==> src/rtl/fwd_regfile_pkg.sv <==
// fwd_regfile_pkg: shared types, default sizes and the forwarding priority
// function used by the forwarding register file and its operand muxes.
// Optional build macro ZERO_REG_EN (hard-wired zero register) is handled
// in fwd_mux and fwd_regfile; nothing here depends on it.
package fwd_regfile_pkg;

   // Default geometry; the modules take these as parameter defaults.
   localparam int DEF_DATA_W = 16;
   localparam int DEF_SEL_W  = 3;
   localparam int DEF_CNT_W  = 8;

   // Number of architectural registers for the default select width.
   localparam int NREG = 2 ** DEF_SEL_W;

   // Widest operand the forwarding function is able to carry; wider
   // DATA_W values would be truncated by fwd_pick.
   localparam int MAX_DATA_W = 64;

   typedef logic [DEF_SEL_W-1:0]  sel_t;
   typedef logic [MAX_DATA_W-1:0] word_t;

   // Forwarding priority: the execute-stage result is the youngest value,
   // then the write-back value, then whatever sits in the array.
   function automatic word_t fwd_pick(input logic  ex_hit,
                                      input logic  wb_hit,
                                      input word_t ex_d,
                                      input word_t wb_d,
                                      input word_t arr_d);
      word_t res;
      if (ex_hit) begin
         res = ex_d;
      end else if (wb_hit) begin
         res = wb_d;
      end else begin
         res = arr_d;
      end
      return res;
   endfunction

endpackage

==> src/rtl/fwd_regfile_if.sv <==
// fwd_regfile_if: pipeline-side bus of the forwarding register file.
// Groups the decode read port, the execute-stage forwarding inputs, the
// write-back port, flush and the hazard outputs. The master modport is the
// pipeline control; the slave modport is the register file.
interface fwd_regfile_if #(
   parameter int DATA_W = 16,
   parameter int SEL_W  = 3,
   parameter int CNT_W  = 8
);

   // Decode-stage operand request and registered operands
   logic              rd_load;
   logic [SEL_W-1:0]  rsel_a;
   logic [SEL_W-1:0]  rsel_b;
   logic [DATA_W-1:0] q_a;
   logic [DATA_W-1:0] q_b;

   // Execute-stage destination and result
   logic              ex_valid;
   logic [SEL_W-1:0]  ex_sel;
   logic              ex_ready;
   logic [DATA_W-1:0] ex_d;

   // Write-back port
   logic              wb_load;
   logic [SEL_W-1:0]  wb_sel;
   logic [DATA_W-1:0] wb_d;

   // Control and hazard reporting
   logic              flush;
   logic              stall;
   logic [CNT_W-1:0]  stall_cnt;

   modport master (
      output rd_load, rsel_a, rsel_b,
      output ex_valid, ex_sel, ex_ready, ex_d,
      output wb_load, wb_sel, wb_d,
      output flush,
      input  q_a, q_b, stall, stall_cnt
   );

   modport slave (
      input  rd_load, rsel_a, rsel_b,
      input  ex_valid, ex_sel, ex_ready, ex_d,
      input  wb_load, wb_sel, wb_d,
      input  flush,
      output q_a, q_b, stall, stall_cnt
   );

endinterface

==> src/rtl/fwd_regfile_fwd_mux.sv <==
// fwd_mux: combinational forwarding mux for one source operand.
// Compares the real source select against the execute and write-back
// destinations and picks the youngest value.
// Build macro ZERO_REG_EN: select 0 never forwards and always reads 0.
module fwd_mux
   import fwd_regfile_pkg::*;
#(
   parameter int DATA_W = DEF_DATA_W,
   parameter int SEL_W  = DEF_SEL_W
) (
   input  logic [SEL_W-1:0]              sel,
   input  logic                          ex_valid,
   input  logic                          ex_ready,
   input  logic [SEL_W-1:0]              ex_sel,
   input  logic [DATA_W-1:0]             ex_d,
   input  logic                          wb_load,
   input  logic [SEL_W-1:0]              wb_sel,
   input  logic [DATA_W-1:0]             wb_d,
   input  logic [(2**SEL_W)*DATA_W-1:0]  regs_flat,
   output logic [DATA_W-1:0]             fwd
);

   logic              ex_hit;
   logic              wb_hit;
   logic [DATA_W-1:0] arr_d;

   // Match detection and final pick; only a completed execute result may forward
   always_comb begin
      ex_hit = ex_valid & ex_ready & (ex_sel == sel);
      wb_hit = wb_load & (wb_sel == sel);
      arr_d  = regs_flat[sel*DATA_W +: DATA_W];
`ifdef ZERO_REG_EN
      if (sel == '0) begin
         ex_hit = 1'b0;
         wb_hit = 1'b0;
         arr_d  = '0;
      end
`endif
      fwd = DATA_W'(fwd_pick(ex_hit, wb_hit, word_t'(ex_d), word_t'(wb_d),
                             word_t'(arr_d)));
   end

endmodule

==> src/rtl/fwd_regfile.sv <==
// fwd_regfile: parametrised register file with operand forwarding on both
// sources, load-use stall detection, flush and a saturating stall counter.
// Sits between decode and ALU/dmem; written from write-back.
// Build macro ZERO_REG_EN: register 0 is hard-wired to zero, ignores writes,
// never forwards and never causes a stall.
module fwd_regfile
   import fwd_regfile_pkg::*;
#(
   parameter int DATA_W = DEF_DATA_W,
   parameter int SEL_W  = DEF_SEL_W,
   parameter int CNT_W  = DEF_CNT_W,
   localparam int NREG_L = 2 ** SEL_W
) (
   input  logic                     CLK,
   input  logic                     RSTN,
   fwd_regfile_if.slave             bus,
   output logic [NREG_L*DATA_W-1:0] dbg_regs
);

   logic [NREG_L-1:0][DATA_W-1:0] regs_q;
   logic [NREG_L-1:0][DATA_W-1:0] regs_d;
   logic [DATA_W-1:0]             q_a_q;
   logic [DATA_W-1:0]             q_a_d;
   logic [DATA_W-1:0]             q_b_q;
   logic [DATA_W-1:0]             q_b_d;
   logic [CNT_W-1:0]              stall_cnt_q;
   logic [CNT_W-1:0]              stall_cnt_d;
   logic [DATA_W-1:0]             fwd_a;
   logic [DATA_W-1:0]             fwd_b;
   logic                          hit_a;
   logic                          hit_b;
   logic                          stall_w;

   fwd_mux #(
      .DATA_W (DATA_W),
      .SEL_W  (SEL_W)
   ) u_fwd_a (
      .sel       (bus.rsel_a),
      .ex_valid  (bus.ex_valid),
      .ex_ready  (bus.ex_ready),
      .ex_sel    (bus.ex_sel),
      .ex_d      (bus.ex_d),
      .wb_load   (bus.wb_load),
      .wb_sel    (bus.wb_sel),
      .wb_d      (bus.wb_d),
      .regs_flat (regs_q),
      .fwd       (fwd_a)
   );

   fwd_mux #(
      .DATA_W (DATA_W),
      .SEL_W  (SEL_W)
   ) u_fwd_b (
      .sel       (bus.rsel_b),
      .ex_valid  (bus.ex_valid),
      .ex_ready  (bus.ex_ready),
      .ex_sel    (bus.ex_sel),
      .ex_d      (bus.ex_d),
      .wb_load   (bus.wb_load),
      .wb_sel    (bus.wb_sel),
      .wb_d      (bus.wb_d),
      .regs_flat (regs_q),
      .fwd       (fwd_b)
   );

   // Load-use hazard: an unfinished load in execute targets one of the sources
   always_comb begin
      hit_a = (bus.ex_sel == bus.rsel_a);
      hit_b = (bus.ex_sel == bus.rsel_b);
`ifdef ZERO_REG_EN
      if (bus.ex_sel == '0) begin
         hit_a = 1'b0;
         hit_b = 1'b0;
      end
`endif
      stall_w = bus.rd_load & bus.ex_valid & ~bus.ex_ready & (hit_a | hit_b);
   end

   // Write-back into the array; one write per cycle
   always_comb begin
      regs_d = regs_q;
      if (bus.wb_load) begin
         regs_d[bus.wb_sel] = bus.wb_d;
      end
`ifdef ZERO_REG_EN
      regs_d[0] = '0;
`endif
   end

   // Operand latch: flush squashes, a clean decode strobe loads, otherwise hold
   always_comb begin
      q_a_d = q_a_q;
      q_b_d = q_b_q;
      if (bus.flush) begin
         q_a_d = '0;
         q_b_d = '0;
      end else if (bus.rd_load && !stall_w) begin
         q_a_d = fwd_a;
         q_b_d = fwd_b;
      end
   end

   // Stall counter counts unflushed stall edges and sticks at all-ones
   always_comb begin
      stall_cnt_d = stall_cnt_q;
      if (stall_w && !bus.flush && (stall_cnt_q != '1)) begin
         stall_cnt_d = stall_cnt_q + 1'b1;
      end
   end

   // State registers with asynchronous active-low reset
   always_ff @(posedge CLK or negedge RSTN) begin
      if (!RSTN) begin
         regs_q      <= '0;
         q_a_q       <= '0;
         q_b_q       <= '0;
         stall_cnt_q <= '0;
      end else begin
         regs_q      <= regs_d;
         q_a_q       <= q_a_d;
         q_b_q       <= q_b_d;
         stall_cnt_q <= stall_cnt_d;
      end
   end

   assign bus.q_a       = q_a_q;
   assign bus.q_b       = q_b_q;
   assign bus.stall     = stall_w;
   assign bus.stall_cnt = stall_cnt_q;
   assign dbg_regs      = regs_q;

endmodule

==> src/flat_wrapper.sv <==
// flat-port wrapper written by rule: the top's interface ports become plain ports
module fwd_regfile_flat import fwd_regfile_pkg::*;
#(
   parameter int DATA_W = DEF_DATA_W,
   parameter int SEL_W  = DEF_SEL_W,
   parameter int CNT_W  = DEF_CNT_W,
   localparam int NREG_L = 2 ** SEL_W
)
  (CLK, RSTN, dbg_regs, bus_rd_load, bus_rsel_a, bus_rsel_b, bus_ex_valid, bus_ex_sel, bus_ex_ready, bus_ex_d, bus_wb_load, bus_wb_sel, bus_wb_d, bus_flush, bus_q_a, bus_q_b, bus_stall, bus_stall_cnt);
  fwd_regfile_if #(.DATA_W(DATA_W), .SEL_W(SEL_W), .CNT_W(CNT_W)) bus_i ();
  input  logic CLK;
  input  logic RSTN;
  output logic [NREG_L*DATA_W-1:0] dbg_regs;
  input wire logic [$bits(bus_i.rd_load)-1:0] bus_rd_load;
  input wire logic [$bits(bus_i.rsel_a)-1:0] bus_rsel_a;
  input wire logic [$bits(bus_i.rsel_b)-1:0] bus_rsel_b;
  input wire logic [$bits(bus_i.ex_valid)-1:0] bus_ex_valid;
  input wire logic [$bits(bus_i.ex_sel)-1:0] bus_ex_sel;
  input wire logic [$bits(bus_i.ex_ready)-1:0] bus_ex_ready;
  input wire logic [$bits(bus_i.ex_d)-1:0] bus_ex_d;
  input wire logic [$bits(bus_i.wb_load)-1:0] bus_wb_load;
  input wire logic [$bits(bus_i.wb_sel)-1:0] bus_wb_sel;
  input wire logic [$bits(bus_i.wb_d)-1:0] bus_wb_d;
  input wire logic [$bits(bus_i.flush)-1:0] bus_flush;
  output wire logic [$bits(bus_i.q_a)-1:0] bus_q_a;
  output wire logic [$bits(bus_i.q_b)-1:0] bus_q_b;
  output wire logic [$bits(bus_i.stall)-1:0] bus_stall;
  output wire logic [$bits(bus_i.stall_cnt)-1:0] bus_stall_cnt;
  assign bus_i.rd_load = bus_rd_load;
  assign bus_i.rsel_a = bus_rsel_a;
  assign bus_i.rsel_b = bus_rsel_b;
  assign bus_i.ex_valid = bus_ex_valid;
  assign bus_i.ex_sel = bus_ex_sel;
  assign bus_i.ex_ready = bus_ex_ready;
  assign bus_i.ex_d = bus_ex_d;
  assign bus_i.wb_load = bus_wb_load;
  assign bus_i.wb_sel = bus_wb_sel;
  assign bus_i.wb_d = bus_wb_d;
  assign bus_i.flush = bus_flush;
  assign bus_q_a = bus_i.q_a;
  assign bus_q_b = bus_i.q_b;
  assign bus_stall = bus_i.stall;
  assign bus_stall_cnt = bus_i.stall_cnt;
  fwd_regfile #(.DATA_W(DATA_W), .SEL_W(SEL_W), .CNT_W(CNT_W)) u_core (.CLK(CLK), .RSTN(RSTN), .bus(bus_i), .dbg_regs(dbg_regs));
endmodule
==> config.mk <==
export PLATFORM = sky130hd
export DESIGN_NAME = fwd_regfile_flat
export DESIGN_NICKNAME = d
export VERILOG_FILES = /design/src/rtl/fwd_regfile_pkg.sv /design/src/rtl/fwd_regfile_if.sv /design/src/rtl/fwd_regfile_fwd_mux.sv /design/src/rtl/fwd_regfile.sv /design/src/flat_wrapper.sv
export SDC_FILE = /design/constraint.sdc
export NUM_CORES = 1
export LEC_CHECK = 0
export BUFFER_PORTS_ARGS = -buffer_cell sky130_fd_sc_hd__buf_2
export CAP_MARGIN = 10
export CORE_MARGIN = 8
export CORE_UTILIZATION = 31
export CTS_CLUSTER_SIZE = 40
export DETAILED_ROUTE_END_ITERATION = 6
export GPL_TIMING_DRIVEN = 1
export PLACE_DENSITY = 0.52
export SKIP_LAST_GASP = 1
export SYNTH_ARGS = -nofsm -noshare
export SYNTH_HDL_FRONTEND = slang
export SYNTH_HIERARCHICAL = 1
export SYNTH_SLANG_ARGS = --single-unit
export TNS_END_PERCENT = 50
==> constraint.sdc <==
create_clock -name CLK -period 1.9 [get_ports CLK]
set_input_delay 0.19 -clock CLK [delete_from_list [all_inputs] [get_ports CLK]]
set_output_delay 0.19 -clock CLK [all_outputs]
set_load 0.02 [all_outputs]
# Yosys cells after proc, flatten, opt, wreduce, memory -nomap -nowiden
# Cells that the tools add are included.
# totals
register_bits	168
latchBits	0
ram_bits	0
mem_bits_ro	0
output_inout_bits	169
memories	0
# classes
add_sub_neg	1
n_mul	0
div_mod_pow	0
magnitude_cmp	2
eq_ne	5
shift	2
n_mux	11
bitwise	10
n_reduce_logical	7
# op_table
operator	count
$shiftx A128 B8 Y16	2
$mux W16	9
$bwmux W128	1
$demux W16 S3	1
$eq A3 B3 Y1	4
$add A8 B1 Y8 const B	1
$and A1 B1 Y1	8
$ne A8 B8 Y1 const B	1
$logic_and A1 B1 Y1	4
$lt A3 B4 Y1 const B	1
$ge A3 B1 Y1 const B	1
$logic_not A1 Y1	2
$reduce_bool A2 Y1	1
$not A1 Y1	1
$or A1 B1 Y1	1

# Depth between registers and ports, before layout
# logic_depth
word_depth	7
ltp_mapped	9
mapped_depth_nobuf	6

# Modules after synthesis
# Netlist, hierarchy kept.
# by_module_without_submodules
module	instances	cells_each	area_each_um2
fwd_regfile	1	428	6650.1
fwd_mux	2	119	1480.2

# Worst setup path after synthesis
# Ideal clock, no wire load.
# synth_path
kind	input-to-reg
start	input bus_rsel_a[0]
end	register u_core.q_a_q[10], in the netlist u_core/bus.q_a[10]
arrival_ns	1.598
required_time_ns	1.768
slack_ns	0.170
stages	8
cell_sequence	buf_6 -> buf_6 -> mux4_1 -> mux2_2 -> mux2i_1 -> o21ai_1 -> mux2i_1 -> nor2_1
# synth_via
elab_chain_len	6
word_cells_on_any_way	14
# synth_rtl
item	line	text
start, declared	flat_wrapper.sv:15	input wire logic [$bits(bus_i.rsel_a)-1:0] bus_rsel_a;
branches (longest 3 deep; another with $shiftx A128 B8 Y16)	-	
$mux W16 *	fwd_regfile_pkg.sv:30	if (ex_hit) begin
named net u_core.fwd_a[10]	fwd_regfile.sv:28	logic [DATA_W-1:0] fwd_a;
$mux W16 *	fwd_regfile.sv:97	end else if (bus.rd_load && !stall_w) begin
$mux W16 *	fwd_regfile.sv:94	if (bus.flush) begin
end signal, assigned	fwd_regfile.sv:120	q_a_q <= q_a_d;
end, declared	fwd_regfile.sv:22	logic [DATA_W-1:0] q_a_q;
# Mark *: on every way through the listed nets, which the timed path passes. The select of a mux whose other input is x is not followed.
# A chain may end at the register's enable or synchronous reset.

# Final worst setup path
# layout_path
start	register u_core.regs_q, in the netlist u_core/dbg_regs[24]
end	register u_core.q_a_q[8], in the netlist u_core/bus.q_a[8]
# layout_via
elab_chain_len	5
# layout_rtl
item	line	text
start, declared	fwd_regfile.sv:20	logic [NREG_L-1:0][DATA_W-1:0] regs_q;
start signal, assigned	fwd_regfile.sv:119	regs_q <= regs_d;
$shiftx A128 B8 Y16	fwd_regfile_fwd_mux.sv:31	arr_d = regs_flat[sel*DATA_W +: DATA_W];
$mux W16	fwd_regfile_pkg.sv:32	end else if (wb_hit) begin
$mux W16	fwd_regfile_pkg.sv:30	
named net u_core.fwd_a[8]	fwd_regfile.sv:28	
$mux W16	fwd_regfile.sv:97	
$mux W16	fwd_regfile.sv:94	
# The timed path passes the listed nets, and every way through them passes these cells. The select of a mux whose other input is x is not followed.

==> results.json <==
{
  "die_w_um": 192,
  "grt_pass1_vias": 7061,
  "area_growth_pct": 27.4,
  "power_leakage_nw": 5.87,
  "clkSinkCount": 168,
  "clk_pin_slew_worst_paths_ps": 80,
  "power_density_nw_per_um2": 1050,
  "root_buffer": "clkbuf_16",
  "dieArea_um2": 36900,
  "numCtsBuffers": 17,
  "first_iter_violations": 387,
  "finClkSkew_ps": 11.5,
  "drive_above_1_share_pct": 54.0,
  "cts_tree": "built",
  "antenna_found_initial": 4,
  "vias_per_cell": 5.08,
  "track_usage_pct": 17.5,
  "grt_max_degree": 58,
  "portBuffers": 219,
  "final_cell_mix": "218 x buf_2, 168 x dfrtp_1, 162 x mux2_2",
  "drc": 0,
  "syn_area_per_cell_um2": 14.4,
  "dr.pass1.iters": 4,
  "fmax_mhz": 547,
  "drv_cap": 0,
  "hp-class": "in -> reg",
  "grt_setup_unrepaired": "yes",
  "max-vdd-ir-drop_mv": 0.578,
  "start_util_pct": 31.4,
  "slew_headroom_pct": 70.4,
  "finalNonFillerCells": 1328,
  "syn-cell-area_um2": 9610,
  "hold_violations": 0,
  "synth_edf_count": 0,
  "synth_area_leaders": "dfrtp_1 44%, mux2_2 19%, mux4_1 14%, mux2i_1 6.7%, mux4_2 2.8%",
  "clk_latency_ps": 440,
  "ys_ff_latch": 168,
  "grt_pass1_wl_mm": 47.5,
  "nets": 971,
  "synth_cells": 666,
  "placed_cells": 1295,
  "core-area_um2": 30600,
  "avgRoutedWirePerCell_um": 24.4,
  "wl_mm": 32.5,
  "crit_fanout": 4,
  "n_antenna_cell": 0,
  "setup_violations": 0,
  "worst_slew_pin_slew_ps": 444,
  "end_kind": "register",
  "start_kind": "register",
  "status": "completed",
  "min_period_over_period_pct": 96.2,
  "ys_seq_area_share_pct": 43.7,
  "crit_top_cell": "mux2i_1",
  "worstPathRequired_ps": 2210,
  "routed-via-count": 6745,
  "ys_types": 38,
  "drv_slew": 0,
  "critPathMaxStageDelay_ps": 520,
  "synth_ff_type": "dfrtp_1",
  "final_common_cell": "buf_2",
  "path_class": "reg -> reg",
  "grt_overflow": 0,
  "final_util_pct": 40.0,
  "synth.largest_area_cell": "dfrtp_1",
  "synth.net_count": 718,
  "antenna_left": 0,
  "synth_top_area_share_pct": 43.7,
  "ios": 220,
  "period_needed_ps": 1830,
  "die_y_um": 192,
  "cp_slowest_cell": "mux4_1",
  "worstPathArrival_ps": 2130,
  "yosysWarnings": 6,
  "h-tree-depth": 4,
  "fp-row-count": 64,
  "worstPathCellList": "mux4_1 > mux2_2 > mux2i_1 > o21ai_1 > mux2i_1 > nor2_1",
  "globalplace.congestion": 0.799,
  "ctsLongestPathBuffers": 2,
  "synthArstFlopShare_pct": 100,
  "post-dp-hpwl_mm": 23.7
}
==> cell type report <==
type | count | area (µm²)
clock buffers | 18 | 439
clock inverters | 14 | 158
fillers | 2945 | 18300
inverters | 2 | 7.51
multi-input cells | 449 | 5100
flip-flops and latches | 168 | 4200
well taps | 396 | 495
repair buffers | 281 | 1850
==> flip-flops by register name (all words and copies together) (netlist names) <==
name	flops
u_core/dbg_regs	128
u_core/bus.q_a	16
u_core/bus.q_b	16
u_core/bus.stall_cnt	8
==> critical path: cells and delay by family, from the launching register on <==
kind,cells,cell delay [ps]
compound gates,1,90
mux,4,1140
simple gates,1,50
flops,1,420
==> metrics by stage <==
| step | TNS, ps | setup slack, ps | hold slack (ps) | cell area, µm² | total power [mW] |
|---|---|---|---|---|---|
| floorplan | 0 | 170 | -106 | 9610 | 7.66 |
| global placement | -2680 | -171 | 113 | 11600 | 9.41 |
| detailed placement | -3210 | -194 | 115 | 11600 | 9.47 |
| CTS | 0 | 60.5 | 106 | 12200 | 13.1 |
| global route | -80.2 | -24.7 | 131 | 12200 | 13.6 |
| finish | 0 | 71.6 | 129 | 12200 | 12.9 |
==> synth_stat cells, drive strengths merged, types with 11 or more instances <==
master / n
buf: 35
dfrtp: 168
clkbuf: 12
xor2: 11
mux2: 162
mux4: 64
nor2: 32
nand2: 41
o21ai: 32
mux2i: 64
xnor2: 13
==> per-layer routing <==
metal / GRT usage, % / share of wire (%)
met1: 22.8 / 45
met2: 27.8 / 47
met3: 5.99 / 7.4
met4: 3.82 / 1.3
met5: 0 / 0.083
==> path summary, 6_finish.rpt <==
kind | startpoint | end | slack [ps] | depth (start not counted)
worst max-delay path | u_core/dbg_regs[24] | u_core/bus.q_a[8] | 70 | 6
worst min-delay path | bus_ex_d[0] | u_core/bus.q_a[0] | 130 | 5
worst max register to register | u_core/dbg_regs[24] | u_core/bus.q_a[8] | 70 | 6
worst min register to register | u_core/bus.stall_cnt[5] | u_core/bus.stall_cnt[5] | 510 | 1
max in group asynchronous | RSTN | u_core/bus.stall_cnt[7] | 1040 | 3
min in group asynchronous | RSTN | u_core/dbg_regs[19] | 200 | 2
==> cell families after synthesis <==
| kind of cell | Yosys count | synth area share [%] |
|---|---|---|
| muxes | 290 | 42.7 |
| AOI/OAI and AO/OA | 35 | 2.03 |
| buffers and inverters | 49 | 3.65 |
| xor gates and xnor gates | 24 | 2.19 |
| and+or+nand+nor | 99 | 5.59 |
| adders and majority gates | 1 | 0.130 |
| DFF | 168 | 43.7 |
==> repair_timing <==
item / CTS / global route
setup buffers: 0 / 0
hold buffers: 1 / 0
endpoints found under the setup margin: 0 / 5
resized for setup: 0 / 2
hold endpoints to repair: 28 / 0
==> report_power, final <==
part           leakage (nW)  switching, mW  internal [mW]  total, mW
logic                  3.50           2.30           2.05       4.35
registers              2.07          0.712           4.29       5.00
clock network         0.288           1.66           1.90       3.56
total                  5.87           4.66           8.25       12.9
No activity file was read; power rests on OpenSTA's default activity.
